File: src/rtl/button_pkg.sv
// Shared types and elaboration helpers for the panel button conditioner.
package button_pkg;

    typedef enum logic [2:0] {
        IDLE     = 3'd0,
        PRESS_DB = 3'd1,
        HELD     = 3'd2,
        REPEAT   = 3'd3,
        REL_DB   = 3'd4
    } btn_state_t;

    function automatic int clog2(input int v);
        int r;
        r = 0;
        for (int i = 0; i < 32; i++) begin
            if ((longint'(1) << i) < longint'(v)) r = i + 1;
        end
        return r;
    endfunction

    function automatic bit params_ok(
        input int nbtn,
        input int sync,
        input int db,
        input int ren,
        input int dly,
        input int per
    );
        return (nbtn >= 1) && (sync >= 2) && (db >= 1) &&
               (ren == 0 || ren == 1) && (dly >= 2) && (per >= 2);
    endfunction

endpackage

File: src/rtl/button_channel.sv
// One button channel: synchroniser, press/release debounce and auto-repeat.
module button_channel
    import button_pkg::*;
#(
    parameter int SYNC_STAGES     = 2,
    parameter int DEBOUNCE_CYCLES = 16,
    parameter int REPEAT_EN       = 1,
    parameter int REPEAT_DELAY    = 50000000,
    parameter int REPEAT_PERIOD   = 12500000
) (
    input  logic Clk,
    input  logic Rst,
    input  logic bi,
    output logic bo,
    output logic rpt,
    output logic held
);

    localparam int DW   = clog2(DEBOUNCE_CYCLES + 1);
    localparam int RMAX = (REPEAT_DELAY > REPEAT_PERIOD) ?
                          REPEAT_DELAY : REPEAT_PERIOD;
    localparam int RW   = clog2(RMAX);

    localparam logic [DW-1:0] D_ONE  = DW'(1);
    localparam logic [DW-1:0] D_LAST = DW'(DEBOUNCE_CYCLES - 1);
    localparam logic [RW-1:0] R_ONE  = RW'(1);
    localparam logic [RW-1:0] R_DLY  = RW'(REPEAT_DELAY - 1);
    localparam logic [RW-1:0] R_PER  = RW'(REPEAT_PERIOD - 1);

    logic [SYNC_STAGES-1:0] sync;
    logic                   s;
    btn_state_t             st;
    logic [DW-1:0]          dcnt;
    logic [RW-1:0]          rcnt;

    assign s = sync[SYNC_STAGES-1];

    always_ff @(posedge Clk) begin
        if (Rst) sync <= '0;
        else     sync <= {sync[SYNC_STAGES-2:0], bi};
    end

    always_ff @(posedge Clk) begin
        if (Rst) begin
            st   <= IDLE;
            dcnt <= '0;
            rcnt <= '0;
            bo   <= 1'b0;
            rpt  <= 1'b0;
            held <= 1'b0;
        end else begin
            bo  <= 1'b0;
            rpt <= 1'b0;
            unique case (st)
                IDLE: begin
                    if (s) begin
                        if (DEBOUNCE_CYCLES == 1) begin
                            st   <= HELD;
                            bo   <= 1'b1;
                            held <= 1'b1;
                            rcnt <= '0;
                        end else begin
                            st   <= PRESS_DB;
                            dcnt <= D_ONE;
                        end
                    end
                end
                PRESS_DB: begin
                    if (!s) begin
                        st <= IDLE;
                    end else if (dcnt == D_LAST) begin
                        st   <= HELD;
                        bo   <= 1'b1;
                        held <= 1'b1;
                        rcnt <= '0;
                    end else begin
                        dcnt <= dcnt + D_ONE;
                    end
                end
                HELD, REPEAT: begin
                    if (!s) begin
                        // a single-sample debounce releases immediately
                        if (DEBOUNCE_CYCLES == 1) begin
                            st   <= IDLE;
                            held <= 1'b0;
                        end else begin
                            st   <= REL_DB;
                            dcnt <= D_ONE;
                        end
                    end else if (REPEAT_EN != 0) begin
                        if (rcnt == ((st == HELD) ? R_DLY : R_PER)) begin
                            st   <= REPEAT;
                            bo   <= 1'b1;
                            rpt  <= 1'b1;
                            rcnt <= '0;
                        end else begin
                            rcnt <= rcnt + R_ONE;
                        end
                    end
                end
                REL_DB: begin
                    if (s) begin
                        st   <= HELD;
                        rcnt <= '0;
                    end else if (dcnt == D_LAST) begin
                        st   <= IDLE;
                        held <= 1'b0;
                    end else begin
                        dcnt <= dcnt + D_ONE;
                    end
                end
                default: st <= IDLE;
            endcase
        end
    end

endmodule

File: src/rtl/button_conditioner.sv
// Multi-channel pushbutton conditioner feeding the vending front-panel FSM.
module button_conditioner
    import button_pkg::*;
#(
    parameter int NUM_BTN         = 4,
    parameter int SYNC_STAGES     = 2,
    parameter int DEBOUNCE_CYCLES = 16,
    parameter int REPEAT_EN       = 1,
    parameter int REPEAT_DELAY    = 50000000,
    parameter int REPEAT_PERIOD   = 12500000
) (
    input  logic               Clk,
    input  logic               Rst,
    input  logic [NUM_BTN-1:0] bi,
    output logic [NUM_BTN-1:0] bo,
    output logic [NUM_BTN-1:0] rpt,
    output logic [NUM_BTN-1:0] held
);

    if (!params_ok(NUM_BTN, SYNC_STAGES, DEBOUNCE_CYCLES,
                   REPEAT_EN, REPEAT_DELAY, REPEAT_PERIOD)) begin : g_bad
        $error("button_conditioner: illegal parameter set");
    end

    for (genvar i = 0; i < NUM_BTN; i++) begin : g_ch
        button_channel #(
            .SYNC_STAGES    (SYNC_STAGES),
            .DEBOUNCE_CYCLES(DEBOUNCE_CYCLES),
            .REPEAT_EN      (REPEAT_EN),
            .REPEAT_DELAY   (REPEAT_DELAY),
            .REPEAT_PERIOD  (REPEAT_PERIOD)
        ) u_ch (
            .Clk (Clk),
            .Rst (Rst),
            .bi  (bi[i]),
            .bo  (bo[i]),
            .rpt (rpt[i]),
            .held(held[i])
        );
    end

endmodule

File: config.mk
export PLATFORM = sky130hd
export DESIGN_NAME = button_conditioner
export DESIGN_NICKNAME = d
export VERILOG_FILES = /design/src/rtl/button_pkg.sv /design/src/rtl/button_channel.sv /design/src/rtl/button_conditioner.sv
export SDC_FILE = /design/constraint.sdc
export NUM_CORES = 1
export LEC_CHECK = 0
export ABC_AREA = 0
export ABC_CLOCK_PERIOD_IN_PS = 3940
export CAP_MARGIN = 10
export CORE_ASPECT_RATIO = 1.2
export CORE_MARGIN = 8
export CORE_UTILIZATION = 45
export DETAILED_ROUTE_END_ITERATION = 6
export GPL_TIMING_DRIVEN = 0
export SYNTH_ARGS = -nofsm -noshare
export SYNTH_HDL_FRONTEND = slang
export SYNTH_HIERARCHICAL = 1
export SYNTH_SLANG_ARGS = --single-unit
File: constraint.sdc
create_clock -name Clk -period 3.94 [get_ports Clk]
set_input_delay 0.788 -clock Clk [delete_from_list [all_inputs] [get_ports Clk]]
set_output_delay 0.788 -clock Clk [all_outputs]
set_load 0.05 [all_outputs]
# Yosys cells after proc, flatten, opt, wreduce, memory -nomap -nowiden

Index checks and enable logic that the tools add are counted.
Widths: inputs -> output; s select.

Bitwise operators: 4
Reduce and logical (&&, ||, !) cells: 40
Mux-type cells: 124
Add/sub/neg operators: 8
Equal/unequal tests: 68

Operators by type and width:

| kind                  | count |
|---|---|
| $mux 26               | 24 |
| $pmux 26 s3           | 4 |
| $add 26x1->26 const B | 4 |
| $eq 26x26->1          | 4 |
| $mux 5                | 20 |
| $mux 3                | 28 |
| $pmux 5 s4            | 4 |
| $reduce_and 5->1      | 12 |
| $ne 2x1->1 const B    | 24 |
| $pmux 3 s4            | 4 |
| $mux 1                | 32 |
| $eq 3x2->1 const B    | 8 |
| $ne 3x3->1 const B    | 8 |
| $add 5x1->5 const B   | 4 |
| $eq 5x4->1 const B    | 4 |
| $ne 2x2->1 const B    | 8 |
| $pmux 1 s2            | 8 |
| $reduce_and 4->1      | 4 |
| $reduce_bool 4->1     | 4 |
| $reduce_or 2->1       | 8 |
| $eq 3x1->1 const B    | 4 |
| $eq 3x3->1 const B    | 4 |
| $logic_not 3->1       | 4 |
| $ne 3x1->1 const B    | 4 |
| 3 further kinds       | 12 |

Input port bits: 6
Output and inout port bits: 12
Register bits: 156

# Depth between registers and ports, before layout

Gate-level depths: netlist of run 1.

Word-level depth: 6
Mapped depth: 10
Mapped depth without buffers: 8

# Hierarchy

Netlist of run 1, hierarchy kept.

Modules (own cells, without submodules):

| module                             | cells an instance | times used | area each (um2) | sequential area each (um2) |
|---|---|---|---|---|
| button_channel at g_ch[1].u_ch ... | 244               | 2          | 2097.0          | 780.7 |
| button_channel at g_ch[0].u_ch     | 232               | 1          | 2087.0          | 780.7 |
| button_channel at g_ch[3].u_ch     | 242               | 1          | 1969.4          | 780.7 |

# Least setup slack after synthesis of run 1

No wires, ideal clock.

Path kind: register to register
Start point: reg g_ch[1].u_ch.dcnt[0]
End point: reg g_ch[1].u_ch.rcnt[15]
Library setup time: 0.086 ns
Period minus slack after synthesis: 2.553 ns
Stages on the path, launching flop included: 10
Path buffers: 1
Data arrival time: 2.467 ns
Slack: 1.387 ns
Cell sequence: dfxtp_1 ha_1 and3_1 ha_1 a211o_1 nand3_1 buf_4 or4_1 or4b_1 a211oi_1

Word-level cells in the longest chain between the ends: 3

Ends and longest elaborated chain:

| item                       | RTL line              | text |
|---|---|---|
| start: declaration         | button_channel.sv:33  | `logic [DW-1:0] dcnt;` |
| start signal: assignment   | button_channel.sv:77  | `dcnt <= dcnt + D_ONE;` |
| start signal: assignment   | button_channel.sv:109 | `dcnt <= dcnt + D_ONE;` |
| $eq 5x4->1                 | button_channel.sv:71  | `end else if (dcnt == D_LAST) begin` |
| $ne 2x1->1 (no line)       | n/a                   |  |
| $reduce_and 5->1 (no line) | n/a                   |  |
| end signal: assignment     | button_channel.sv:97  | `rcnt <= rcnt + R_ONE;` |
| end: declaration           | button_channel.sv:34  | `logic [RW-1:0] rcnt;` |

Every way passes these cells.
A chain may end at the register's enable or synchronous reset.

# Final worst setup path of run 1

Ends and elaborated chain as after synthesis.

==> results.json, run 1 <==
{
  "rows": 54,
  "peakVddDrop_uv": 295,
  "critPathKind": "reg -> reg",
  "hold_path_end": "g_ch[1].u_ch/sync[1]",
  "cts_max_level": 4,
  "postCtsSetupBuffers": 0,
  "synth.distinct_cells": 75,
  "grt_pass1_vias": 6800,
  "mostFrequentLayoutCells": "156 x dfxtp_1, 94 x nor3_1, 63 x nor2_1, 58 x nand2_1, 52 x xnor2_1",
  "drt_iter0_markers": 450,
  "status": "completed",
  "nFillCells": 1752,
  "dieWidth_um": 140,
  "end_kind": "register",
  "synth.avg_cell_area_um2": 8.58,
  "vias": 7069,
  "ctsHoldBuffers": 0,
  "r2r-start": "g_ch[1].u_ch/dcnt[0]",
  "antenna_found_initial": 0,
  "dpl.hpwl_um": 13000,
  "path_clk_slew_ns": 0.06,
  "min_from": "g_ch[1].u_ch/sync[0]",
  "drive_gt1_frac": 0.0924,
  "cp-startpoint": "g_ch[1].u_ch/dcnt[0]",
  "max-clock-path-buffers": 2,
  "rsz0062_at_grt": "false",
  "ys_seq_area_frac": 0.379,
  "syn_area_um2": 8250,
  "tritoncts.num_buffers": 17,
  "grt_max_degree": 17,
  "worstPathMaxFanout": 10,
  "maxCapViolations": 0,
  "skew_ns": 0.00605,
  "groute.usage.overall": 0.169,
  "drtAntennaViolNets": 0,
  "grt_first_pass_wirelength_um": 32600,
  "synth_flop_cell": "dfxtp_1",
  "max_stage_delay_ns": 0.56,
  "wl_per_cell_um": 15.2,
  "n_antenna_cell": 0,
  "fin_crit_ns": 2.85,
  "setup_viol": 0,
  "min_path_cells": 1,
  "viasPerCell": 5.74,
  "boundaryPins": 18,
  "cts_tree": "built",
  "min_path_type": "reg -> reg",
  "start_util": 0.456,
  "ys_async_sr_fraction": 0,
  "cts_root_buffer": "clkbuf_16",
  "r2r_cells": 9,
  "total_power_w": 0.00338,
  "crit_required_ns": 4.27,
  "synth_seq_cells": 156,
  "fin_setup_tns_ns": 0,
  "hold_viol_final": 0,
  "maxSlewViolCount": 0,
  "timing.final.crit_share": 0.724,
  "timing.slew.headroom": 0.402,
  "core_um2": 18100,
  "drc_errors": 0,
  "portBuffers": 16,
  "r2r_slack_ns": 1.09,
  "path_cells": "ha_1, and3_1, ha_1, a211o_1, nand3_1, buf_4, or4_1, or4b_1, a211oi_1",
  "crit_top_cell": "ha_1",
  "layout_commonest_cell": "dfxtp_1",
  "synth_edf_count": 0,
  "ff_latch_area_um2": 3120,
  "multi_input_area_um2": 4580,
  "worst_pin_slew_ns": 0.890,
  "clk_latency_ns": 0.42,
  "overflow": 0,
  "globalplace.congestion": 0.808,
  "synth_fp_nets": 980,
  "cellPowerDensity_nw_per_um2": 364,
  "yosysWarningCount": 6,
  "area_growth_pct": 12.7,
  "crit_path_start_kind": "register",
  "firstDrtPassIters": 5,
  "postSynthCellCount": 962,
  "power.leakage_nw": 2.86,
  "cts_resized": 0,
  "fin_hold_ws_ns": 0.437,
  "timing.critical_path.slowest_stage_cell": "or4_1",
  "fin_nets": 1015,
  "die_h_um": 164,
  "worstPathArrival_ns": 3.18,
  "worst_r2r_endpoint": "g_ch[1].u_ch/rcnt[15]",
  "cts_sinks": 156,
  "wl_um": 18700,
  "die-area_um2": 22900,
  "fmax_ghz": 0.351
}
## cell type report
type,instances,area share
clock buffers,23,0.0536
inverters,38,0.0153
repair buffers,16,0.0172
flip-flops and latches,156,0.336
plain buffers,61,0.0431
multi-input cells,707,0.493
clock inverters,6,0.0118
well taps,224,0.0301
## where the power goes
| part | internal (W) | switching [W] | leakage [nW] | total (W) |
|---|---|---|---|---|
| registers | 0.00159 | 0.00000579 | 1.26 | 0.00159 |
| logic | 0.0000311 | 0.0000580 | 1.31 | 0.0000890 |
| clock network | 0.00107 | 0.000630 | 0.293 | 0.00170 |
## worst max-delay path, delay by kind of cell, from the launching register on
family | cells | cell delay [ns]
buf+inv | 1 | 0.20
simple gates | 4 | 1.34
fa+ha+maj | 2 | 0.45
flops | 1 | 0.35
compound gates | 2 | 0.42
## per-stage QoR
stage                     cells  worst slack, ns   util  instance area, um2
after floorplan             962             1.39      -                8250
after global placement     1202             1.10  0.480                8690
after CTS                  1231             1.06  0.514                9300
after detailed placement   1202             1.09  0.480                8690
after global routing       1231            0.951  0.514                9300
final                      1231             1.09  0.514                9300
## synth_stat cells, drive strengths merged, types with 27 or more instances
master | count | area [um2]
nor2 | 63 | 236
xnor2 | 52 | 455
nand2 | 58 | 218
dfxtp | 156 | 3120
xor2 | 27 | 236
nand3 | 47 | 250
buf | 32 | 265
o21ai | 27 | 135
a21oi | 33 | 203
inv | 38 | 143
nand4 | 35 | 225
nor3 | 96 | 490
## per-layer routing
layer	up-vias	share of wire	global-route usage
met5	-	0	0
met4	0	0.015	0.0593
met3	21	0.027	0.0326
met2	108	0.48	0.299
met1	3367	0.47	0.203
li1	3573	-	-
## flip-flops by register name, summed over array words and instances (netlist names)
name	flops
g_ch.u_ch/rpt	4
g_ch.u_ch/sync	8
g_ch.u_ch/dcnt	20
g_ch.u_ch/held	4
g_ch.u_ch/bo	4
g_ch.u_ch/st	12
g_ch.u_ch/rcnt	104
## cells by family (layout without fill, tap and decap cells)
kind of cell,Yosys count,count (layout),share of synthesized area
AOI/OAI and AO/OA,133,133,0.114
adders and majority gates,12,12,0.0182
muxes,14,14,0.0174
buffers and inverters,99,144,0.0658
and+or+nand+nor,469,469,0.322
xor gates and xnor gates,79,79,0.0839
DFF,156,156,0.379
## worst max-delay path by stage
stage | to | slack, ns | depth (start not counted)
floorplan | g_ch[1].u_ch/rcnt[15] | 1.39 | 9
global placement | g_ch[1].u_ch/rcnt[15] | 1.10 | 9
detailed placement | g_ch[1].u_ch/rcnt[15] | 1.09 | 9
CTS | g_ch[1].u_ch/rcnt[15] | 1.06 | 9
global route | g_ch[1].u_ch/rcnt[15] | 0.95 | 9
finish | g_ch[1].u_ch/rcnt[15] | 1.09 | 9
No activity file was read; power rests on OpenSTA's default activity.
==> run 2: changes to the inputs <==
Settings changed: ABC_CLOCK_PERIOD_IN_PS 3940 to 2600.
Clock period 3.94 ns to 2.6 ns, I/O delays scaled along.
==> run 2 against run 1 <==
  * Total power increased by 52%
  * Critical path depth unchanged
  * Combinational power increased by 55%
  * Largest cell class unchanged
  * Routed wire length increased by 0.94%
  * Clock-buffer cell count unchanged
  * First-iteration DRC count decreased by 8.4%
  * Maximum frequency increased by 13%
  * Non-clock buffer count increased by 5
  * Critical endpoint is now g_ch[2].u_ch/rcnt[15]
  * Worst hold slack got worse by 0.13 ns
==> results.json, run 2 (synthesized netlist as in run 1, its figures left out) <==
{
  "die_h_um": 164,
  "cellPowerDensity_nw_per_um2": 541,
  "path_depth": 9,
  "dpl.hpwl_um": 13000,
  "cts_max_level": 4,
  "stdcell_area_um2": 9480,
  "critPathKind": "reg -> reg",
  "cts_tree": "built",
  "cts_root_buffer": "clkbuf_16",
  "total_power_w": 0.00513,
  "maxCapViolations": 0,
  "grt_first_pass_wirelength_um": 32700,
  "overflow": 0,
  "groute.usage.overall": 0.170,
  "wl_per_cell_um": 15.2,
  "globalplace.congestion": 0.808,
  "grt_max_degree": 17,
  "drt_iter0_markers": 412,
  "timing.critical_path.slowest_stage_cell": "or4_4",
  "clk_latency_ns": 0.42,
  "portBuffers": 16,
  "tritoncts.num_buffers": 17,
  "regMostFlops": "g_ch.u_ch/rcnt",
  "start_util": 0.456,
  "drive_gt1_frac": 0.125,
  "hold_viol_final": 0,
  "skew_ns": 0.00741,
  "rsz0062_at_grt": "true",
  "end_kind": "register",
  "min_path_cells": 2,
  "r2r_cells": 9,
  "path_buf_inv": 1,
  "fin_hold_ws_ns": 0.305,
  "mostFrequentLayoutCells": "152 x dfxtp_1, 93 x nor3_1, 63 x nor2_1, 58 x nand2_1, 52 x xnor2_1",
  "grt_pass1_vias": 6823,
  "ctsHoldBuffers": 0,
  "path_delay_family": "simple AND/OR/NAND/NOR gates",
  "r2r-start": "g_ch[2].u_ch/dcnt[0]",
  "fin_nets": 1020,
  "power.leakage_nw": 2.92,
  "fin_crit_ns": 2.53,
  "fmax_ghz": 0.396,
  "drtAntennaViolNets": 0,
  "wl_um": 18800,
  "min_from": "Rst",
  "layout_commonest_cell": "dfxtp_1",
  "die-area_um2": 22900,
  "viasPerCell": 5.78,
  "dpl_cell_area_um2": 8690,
  "firstDrtPassIters": 5,
  "peakVddDrop_uv": 448,
  "r2r_slack_ns": 0.07,
  "path_cells": "ha_4, and3_4, ha_4, a211o_1, nand3_2, buf_6, or4_4, or4b_4, a211oi_2",
  "rows": 54,
  "worstPathArrival_ns": 2.87,
  "cts_sinks": 156,
  "boundaryPins": 18,
  "maxSlewViolCount": 0,
  "area_growth_pct": 14.9,
  "hold_path_end": "g_ch[0].u_ch/sync[1]",
  "crit_top_cell": "ha_4",
  "core_um2": 18100,
  "reg_top3": "g_ch.u_ch/rcnt (104), g_ch.u_ch/dcnt (20), g_ch.u_ch/st (12)",
  "fin_setup_tns_ns": 0,
  "vias": 7139,
  "drc_errors": 0,
  "timing.final.crit_share": 0.972,
  "crit_required_ns": 2.94,
  "status": "completed",
  "worstPathMaxFanout": 5,
  "antenna_found_initial": 0,
  "timing.slew.headroom": 0.405,
  "setup_viol": 0,
  "crit_path_start_kind": "register",
  "worst_pin_slew_ns": 0.886,
  "min_path_type": "in -> reg",
  "worst_r2r_endpoint": "g_ch[2].u_ch/rcnt[15]",
  "max-clock-path-buffers": 2,
  "max_stage_delay_ns": 0.52,
  "n_antenna_cell": 0,
  "path_clk_slew_ns": 0.06,
  "nFillCells": 1722,
  "largest_reg_flops": 104,
  "dieWidth_um": 140,
  "utilization": 0.524
}
run 2: cell types whose count changed in the layout (fill, tap and decap cells not counted), sizes merged:
cell,delta
buf,+5
run 2: report_power, final:
| group | total, W | switching [W] | internal [W] |
|---|---|---|---|
| Sequential | 0.00242 | 0.0000106 | 0.00241 |
| Clock | 0.00258 | 0.000956 | 0.00162 |
| Combinational | 0.000138 | 0.0000887 | 0.0000493 |
run 2: layer usage:
metal / vias up / part of all wire / global-route usage
li1: 3601 / - / -
met1: 3409 / 0.47 / 0.203
met2: 110 / 0.49 / 0.301
met3: 19 / 0.028 / 0.0326
met4: 0 / 0.014 / 0.0593
met5: - / 0 / 0
run 2: metrics by stage:
stage / setup slack [ns] / instances
floorplan: 0.0472 / 962
global placement: -0.238 / 1202
detailed placement: -0.249 / 1202
CTS: 0.00115 / 1231
global route: -0.0236 / 1236
finish: 0.0718 / 1236
run 2: how the worst max path moves through the flow:
| stage | startpoint | end |
|---|---|---|
| after global placement | g_ch[1].u_ch/dcnt[0] | g_ch[1].u_ch/rcnt[15] |
| final | g_ch[2].u_ch/dcnt[0] | g_ch[2].u_ch/rcnt[15] |
| after CTS | g_ch[2].u_ch/dcnt[0] | g_ch[2].u_ch/rcnt[21] |
| after floorplan | g_ch[1].u_ch/dcnt[0] | g_ch[1].u_ch/rcnt[15] |
| after global routing | g_ch[2].u_ch/rcnt[7] | g_ch[2].u_ch/rcnt[4] |
| after detailed placement | g_ch[1].u_ch/dcnt[1] | g_ch[1].u_ch/rcnt[15] |
run 2: final cells by class:
class,instances,area (um2),share of cell area
Tap cell,224,280,0.0296
Buffer,58,398,0.0420
Clock inverter,6,110,0.0116
Inverter,38,143,0.0150
Timing Repair Buffer,24,220,0.0232
Sequential cell,156,3130,0.330
Multi-Input combinational cell,707,4700,0.496
Clock buffer,23,498,0.0525
run 2: repair_timing:
item / 4_1_cts / 5_1_grt
gates cloned: 0 / 0
pin swaps: 3 / 8
buffers inserted: 2 / 6
endpoints found under the setup margin: 12 / 37
resized for setup: 16 / 21
